`config.mk`:
```
export PLATFORM = sky130hd
export DESIGN_NAME = uart_rx_deframer
export DESIGN_NICKNAME = d
export VERILOG_FILES = /design/src/rtl/uart_pkg.sv /design/src/rtl/uart_tick_timeout.sv /design/src/rtl/uart_rx_deframer.sv
export SDC_FILE = /design/constraint.sdc
export NUM_CORES = 1
export LEC_CHECK = 0
export CORE_ASPECT_RATIO = 1.5
export CORE_MARGIN = 8
export CORE_UTILIZATION = 40
export CTS_CLUSTER_DIAMETER = 50
export DETAILED_ROUTE_END_ITERATION = 16
export GPL_TIMING_DRIVEN = 1
export PLACE_DENSITY = 0.73
export SKIP_LAST_GASP = 1
export SYNTH_ARGS = -nofsm -noshare
export SYNTH_HDL_FRONTEND = slang
export SYNTH_SLANG_ARGS = --single-unit
```
`constraint.sdc`:
```
create_clock -name Clock -period 4.5 [get_ports Clock]
set_input_delay 0.45 -clock Clock [delete_from_list [all_inputs] [get_ports Clock]]
set_output_delay 0.45 -clock Clock [all_outputs]
set_load 0.05 [all_outputs]
```
`src/rtl/uart_pkg.sv`:
```
// Shared types and constants for the UART byte-level framing logic.
package uart_pkg;

    typedef enum logic [1:0] {
        IDLE    = 2'd0,
        LEN_ST  = 2'd1,
        PAYLOAD = 2'd2,
        CHECK   = 2'd3
    } state_t;

    localparam logic [1:0] ERR_NONE    = 2'b00;
    localparam logic [1:0] ERR_LEN     = 2'b01;
    localparam logic [1:0] ERR_CHK     = 2'b10;
    localparam logic [1:0] ERR_TIMEOUT = 2'b11;

    localparam logic [7:0] DEFAULT_SOF_BYTE = 8'hA5;

endpackage

```
`src/rtl/uart_tick_timeout.sv`:
```
// Saturating tick counter; Expired flags the tick that reaches the limit (or any time after).
module uart_tick_timeout #(
    parameter int TIMEOUT_TICKS = 640
) (
    input  logic Clock,
    input  logic ResetN,
    input  logic Clear,
    input  logic Enable,
    input  logic Tick,
    output logic Expired
);
    localparam int CW = $clog2(TIMEOUT_TICKS + 1);

    logic [CW-1:0] r_cnt;
    logic          w_at_limit;
    logic          w_last_tick;

    assign w_at_limit  = (r_cnt == CW'(TIMEOUT_TICKS));
    assign w_last_tick = Tick && (r_cnt == CW'(TIMEOUT_TICKS - 1));

    // Clear has priority so a byte coinciding with the terminal tick never times out.
    assign Expired = Enable && !Clear && (w_last_tick || w_at_limit);

    always_ff @(posedge Clock or negedge ResetN) begin
        if (!ResetN) begin
            r_cnt <= '0;
        end else if (Clear) begin
            r_cnt <= '0;
        end else if (Enable && Tick && !w_at_limit) begin
            r_cnt <= r_cnt + CW'(1);
        end
    end

endmodule

```
`src/rtl/uart_rx_deframer.sv`:
```
// Parses SOF/LEN/payload/CHK frames from the UART receiver byte strobe.
// state   | meaning
// IDLE    | waiting for SOF, other bytes dropped
// LEN_ST  | SOF seen, next byte is the length
// PAYLOAD | streaming payload bytes out
// CHECK   | next byte is the XOR checksum
module uart_rx_deframer
    import uart_pkg::*;
#(
    parameter int             DATA_BITS     = 8,
    parameter logic [7:0]     SOF_BYTE      = DEFAULT_SOF_BYTE,
    parameter int             MAX_LEN       = 16,
    parameter int             TIMEOUT_TICKS = 640
) (
    input  logic                       Clock,
    input  logic                       ResetN,
    input  logic                       Tick,
    input  logic                       RxReady,
    input  logic [DATA_BITS-1:0]       RxData,
    output logic                       PayloadValid,
    output logic [DATA_BITS-1:0]       PayloadData,
    output logic [$clog2(MAX_LEN)-1:0] PayloadIndex,
    output logic                       FrameDone,
    output logic                       FrameOk,
    output logic [1:0]                 ErrorCode,
    output logic                       Busy
);
    localparam int IW = $clog2(MAX_LEN);
    localparam int LW = $clog2(MAX_LEN + 1);

    state_t               r_state, w_state_nxt;
    logic [LW-1:0]        r_len, w_len_nxt;
    logic [IW-1:0]        r_idx, w_idx_nxt;
    logic [DATA_BITS-1:0] r_chk, w_chk_nxt;

    logic                 r_pv, w_pv_nxt;
    logic [DATA_BITS-1:0] r_pd, w_pd_nxt;
    logic [IW-1:0]        r_pi, w_pi_nxt;
    logic                 r_fd, w_fd_nxt;
    logic                 r_ok, w_ok_nxt;
    logic [1:0]           r_err, w_err_nxt;

    logic                 w_busy;
    logic                 w_expired;
    logic                 w_len_legal;
    logic                 w_last;

    assign w_busy      = (r_state != IDLE);
    assign w_len_legal = (RxData != '0) && (RxData <= DATA_BITS'(MAX_LEN));
    assign w_last      = ({1'b0, r_idx} == (r_len - LW'(1)));

    uart_tick_timeout #(
        .TIMEOUT_TICKS(TIMEOUT_TICKS)
    ) u_timeout (
        .Clock  (Clock),
        .ResetN (ResetN),
        .Clear  (RxReady),
        .Enable (w_busy),
        .Tick   (Tick),
        .Expired(w_expired)
    );

    always_comb begin
        w_state_nxt = r_state;
        w_len_nxt   = r_len;
        w_idx_nxt   = r_idx;
        w_chk_nxt   = r_chk;
        w_pv_nxt    = 1'b0;
        w_pd_nxt    = r_pd;
        w_pi_nxt    = r_pi;
        w_fd_nxt    = 1'b0;
        w_ok_nxt    = r_ok;
        w_err_nxt   = r_err;

        case (r_state)
            IDLE: begin
                if (RxReady && (RxData == DATA_BITS'(SOF_BYTE))) begin
                    w_state_nxt = LEN_ST;
                end
            end
            LEN_ST: begin
                if (RxReady) begin
                    if (w_len_legal) begin
                        w_len_nxt   = RxData[LW-1:0];
                        w_chk_nxt   = RxData;
                        w_idx_nxt   = '0;
                        w_state_nxt = PAYLOAD;
                    end else begin
                        w_fd_nxt    = 1'b1;
                        w_ok_nxt    = 1'b0;
                        w_err_nxt   = ERR_LEN;
                        w_state_nxt = IDLE;
                    end
                end
            end
            PAYLOAD: begin
                if (RxReady) begin
                    w_pv_nxt  = 1'b1;
                    w_pd_nxt  = RxData;
                    w_pi_nxt  = r_idx;
                    w_chk_nxt = r_chk ^ RxData;
                    w_idx_nxt = r_idx + IW'(1);
                    if (w_last) begin
                        w_state_nxt = CHECK;
                    end
                end
            end
            CHECK: begin
                if (RxReady) begin
                    w_fd_nxt    = 1'b1;
                    w_ok_nxt    = (RxData == r_chk);
                    w_err_nxt   = (RxData == r_chk) ? ERR_NONE : ERR_CHK;
                    w_state_nxt = IDLE;
                end
            end
            default: w_state_nxt = IDLE;
        endcase

        // Expired is already gated off by RxReady and IDLE.
        if (w_expired) begin
            w_fd_nxt    = 1'b1;
            w_ok_nxt    = 1'b0;
            w_err_nxt   = ERR_TIMEOUT;
            w_state_nxt = IDLE;
        end
    end

    always_ff @(posedge Clock or negedge ResetN) begin
        if (!ResetN) begin
            r_state <= IDLE;
            r_len   <= '0;
            r_idx   <= '0;
            r_chk   <= '0;
            r_pv    <= 1'b0;
            r_pd    <= '0;
            r_pi    <= '0;
            r_fd    <= 1'b0;
            r_ok    <= 1'b0;
            r_err   <= ERR_NONE;
        end else begin
            r_state <= w_state_nxt;
            r_len   <= w_len_nxt;
            r_idx   <= w_idx_nxt;
            r_chk   <= w_chk_nxt;
            r_pv    <= w_pv_nxt;
            r_pd    <= w_pd_nxt;
            r_pi    <= w_pi_nxt;
            r_fd    <= w_fd_nxt;
            r_ok    <= w_ok_nxt;
            r_err   <= w_err_nxt;
        end
    end

    assign PayloadValid = r_pv;
    assign PayloadData  = r_pd;
    assign PayloadIndex = r_pi;
    assign FrameDone    = r_fd;
    assign FrameOk      = r_ok;
    assign ErrorCode    = r_err;
    assign Busy         = w_busy;

endmodule
```
==> impl_metrics.csv <==
group,metric,value,unit
worst_setup_path,worstRegToRegCells,6,
placement,place.detailed.hpwl,3460,um
layout,layout-drive-gt1-share,9.06,%
layout,layout_commonest_cell,"sky130_fd_sc_hd__nand2_1",
layout,utilization,48.0,%
worst_setup_path,end_kind,"flip-flop",
layout,top_library_cells_by_usage_in_the_layout_fill_and_taps_aside,"49 x sky130_fd_sc_hd__nand2_1, 46 x sky130_fd_sc_hd__dfrtp_1, 28 x sky130_fd_sc_hd__clkdlybuf4s50_1",
timing,fmaxAchievable,0.354,GHz
placement,pre_cts_ws,1350,ps
clock_network,cts_sinks,46,
timing,layout_worst_path_cycle_share,62.8,%
global_route,gr-total-overflow,0,
synthesis,synth.avg_cell_area,9.83,um^2
route,routed_wire_length_per_instance,14.6,um
die,die_h,111,um
synthesis,number_of_enable_type_register_cells_in_the_synthesized_netlist,0,
route,antenna_left,0,
synthesis,combinational_family_with_the_most_area_after_synthesis,"simple AND/OR/NAND/NOR gates",
synthesis,yosys.area_share.xor_xnor,9.82,%
route,detail_route.wirelength,4920,um
die,rows,34,
worst_setup_path,r2r_start,"r_state[1]",
global_route,pin_count_of_the_biggest_net_entering_global_routing,47,
power,maximum_vdd_ir_drop,0.221,mV
layout,fin_nets,281,
die,coreArea,0.00583,mm^2
synthesis,asr_flop_ratio_synth,100,%
synthesis,syn-cell-area,0.00241,mm^2
route,post-route-drc-count,0,
layout,layout.area.seq,0.00115,mm^2
die,initial_core_util,41.3,%
timing,setup_viol_count_final,0,
route,initialDrtViolationCount,169,
layout,finish.instance_area,0.00280,mm^2
synthesis,synth_compound_area_share,8.52,%
synthesis,ys_warn_count,0,
layout,final.fill_count,560,
synthesis,synth.yosys.seq_area_share,47.8,%
clock_network,numCtsBuffers,5,
worst_setup_path,critical_path_peak_fanout,23,
clock_network,maximum_clock_insertion_buffer_count,2,
timing,fin_ws,1670,ps
global_route,antenna_found_initial,0,
worst_setup_path,cp.arrival,3010,ps
placement,io_buffer_count,29,
job,drv.max_cap_violation_count,0,
global_route,grt_pass1_wl,8490,um
clock_network,tritoncts,"yes",
synthesis,synthMuxAreaShare,3.22,%
power,static-leakage-power,1.23,nW
worst_setup_path,timing.critical_path.buf_inv,2,
worst_setup_path,critPathTopFamily,"buffers and inverters",
run_status,run_status,"completed",
synthesis,synth_nets,261,
synthesis,register_bit_total_from_synthesis,46,
die,floorplan.die_area,0.00881,mm^2
clock_network,clk_pin_slew,80,ps
clock_network,cts.htree.levels,2,
clock_network,buffers_inserted_by_post_cts_timing_repair,0,
placement,gpl.final_weighted_congestion,0.836,
timing,worst-slew-pin-transition,1010,ps
synthesis,synth.lib_cells_used.distinct,45,
worst_setup_path,path_cells,"clkdlybuf4s50_1 > nand2_1 > or2_2 > inv_1 > nand4_1 > xnor2_1 > and2_1",
global_route,first_global_vias,1776,
route,mean_number_of_vias_per_cell,5.30,
worst_setup_path,timing.reg2reg.setup_slack,2180,ps
timing,hold_ws,334,ps
timing,timing.slew.headroom,32.8,%
timing,final_period_minus_worst_setup_slack,2830,ps
clock_network,clkLatencyLatePin,290,ps
worst_setup_path,worst-endpoint-required,4680,ps
timing,final_report_max_slew_violation_count,0,
clock_network,ctsHoldBuffers,0,
worst_setup_path,timing.rr.end,"r_idx[3]",
worst_setup_path,path_depth,7,
clock_network,cts.root.buffer_cell,"sky130_fd_sc_hd__clkbuf_8",
worst_setup_path,cp_max_delay_cell,"sky130_fd_sc_hd__clkdlybuf4s50_1",
die,top_level_ports,30,
synthesis,synth_fa_ha_area_share,2.08,%
timing,hold_viol,0,
route,vias,1786,
placement,placed_cell_area,0.00268,mm^2
worst_setup_path,critical_path.max_stage_delay,860,ps
global_route,gr-usage-all-layers,11.7,%
synthesis,synthCells,245,
clock_network,ctsResizeCount,0,
layout,relative_area_change_from_synthesis_to_final_layout,16.2,%
timing,timing.clock.skew,6.61,ps
worst_setup_path,setup_crit_start,"RxReady",
timing,fin_setup_tns,0,ps
synthesis,synth_ff_type,"sky130_fd_sc_hd__dfrtp_1",
die,floorplan.die.width,79.3,um
worst_setup_path,critPathKind,"input pin to flip-flop",
worst_hold_path,kind_of_path_behind_the_tightest_hold_check,"input pin to async pin",
timing,rsz0062_at_grt,"false",
worst_setup_path,cp-endpoint,"r_idx[3]",
route,detail_route.first_pass.iterations,4,
layout,antenna_cells,0,
layout,multi_input_area,0.00112,mm^2
synthesis,post_synth_and_or_nand_nor_area_fraction,23.0,%
worst_setup_path,type_of_element_launching_the_critical_path,"input pin",
power,power_per_cell_area,625,mW/mm^2
-- synthesized netlist by cell type (2+ instances only) --
master	count	area [um^2]
sky130_fd_sc_hd__a21boi_0	3	22.5
sky130_fd_sc_hd__a21boi_2	2	22.5
sky130_fd_sc_hd__a21oi_1	2	10.0
sky130_fd_sc_hd__and2_1	3	18.8
sky130_fd_sc_hd__buf_2	7	35.0
sky130_fd_sc_hd__buf_4	4	30.0
sky130_fd_sc_hd__buf_6	2	22.5
sky130_fd_sc_hd__clkbuf_1	3	11.3
sky130_fd_sc_hd__dfrtp_1	46	1150
sky130_fd_sc_hd__ha_1	4	50.1
sky130_fd_sc_hd__inv_1	9	33.8
sky130_fd_sc_hd__mux2_2	6	67.6
sky130_fd_sc_hd__nand2_1	49	184
sky130_fd_sc_hd__nand2b_1	2	12.5
sky130_fd_sc_hd__nand3_1	11	55.1
sky130_fd_sc_hd__nand4_1	7	43.8
sky130_fd_sc_hd__nor2_1	16	60.1
sky130_fd_sc_hd__nor2b_1	2	12.5
sky130_fd_sc_hd__nor3_1	6	30.0
sky130_fd_sc_hd__nor4_1	3	18.8
sky130_fd_sc_hd__nor4bb_1	2	20.0
sky130_fd_sc_hd__o21a_1	2	15.0
sky130_fd_sc_hd__o21ai_0	3	15.0
sky130_fd_sc_hd__o221a_1	2	22.5
sky130_fd_sc_hd__o221a_2	3	33.8
sky130_fd_sc_hd__or2_2	2	12.5
sky130_fd_sc_hd__xnor2_1	12	105
sky130_fd_sc_hd__xor2_1	15	131
-- final cells by class --
cell class	count	area share (%)
timing repair buffer	29	10.2
clock inverter	1	1.07
clock buffer	6	2.95
sequential	46	41.2
multi-input combinational	174	40.2
tap	72	3.22
inverter	9	1.21
-- power by group --
| group | switching (mW) | leakage (nW) | internal (mW) |
|---|---|---|---|
| logic | 0.452 | 0.583 | 0.301 |
| registers | 0.134 | 0.586 | 0.551 |
| clock network | 0.131 | 0.0573 | 0.178 |
-- layer usage --
layer	share of wire (%)	vias up	track usage, %	routed length (um)
met2	52	39	19.9	2560
met1	42	878	14.2	2060
li1	-	865	-	-
met3	5.3	4	2.76	260
met5	0	-	0	0
met4	0.81	0	2.86	40
-- kinds of logic after synthesis --
logic type	Yosys count
buf+inv	25
fa+ha+maj	4
mux	7
flops	46
compound gates	25
simple gates	111
xor+xnor	27
-- how the worst min path moves through the flow --
stage,start,to,cells after the start
floorplan,ResetN,ErrorCode[0],0
global placement,PayloadData[3],PayloadData[3],2
detailed placement,PayloadIndex[3],PayloadIndex[3],2
CTS,ResetN,u_timeout.r_cnt[7],1
global route,ResetN,r_idx[1],1
finish,ResetN,r_idx[1],1
-- metrics by stage --
step,power [mW],instances
finish,1.75,337
global route,1.86,337
CTS,1.77,337
detailed placement,1.46,330
global placement,1.44,330
floorplan,1.23,245
-- registers in the layout (all words and copies together) (netlist names) --
name and flops:
u_timeout.r_cnt 10, r_len 5, r_state 2, r_idx 4
PayloadValid 1, FrameDone 1, PayloadData 8, FrameOk 1
r_chk 8, PayloadIndex 4, ErrorCode 2
-- worst register-to-register path, stage by stage, from the launching register on --
cell and delay [ps]:
sky130_fd_sc_hd__dfrtp_1 540, sky130_fd_sc_hd__nand2_1 110, sky130_fd_sc_hd__or2_2 490, sky130_fd_sc_hd__inv_1 550, sky130_fd_sc_hd__nand4_1 220, sky130_fd_sc_hd__xnor2_1 160
sky130_fd_sc_hd__and2_1 150
Power figures use the tool's default switching activity.
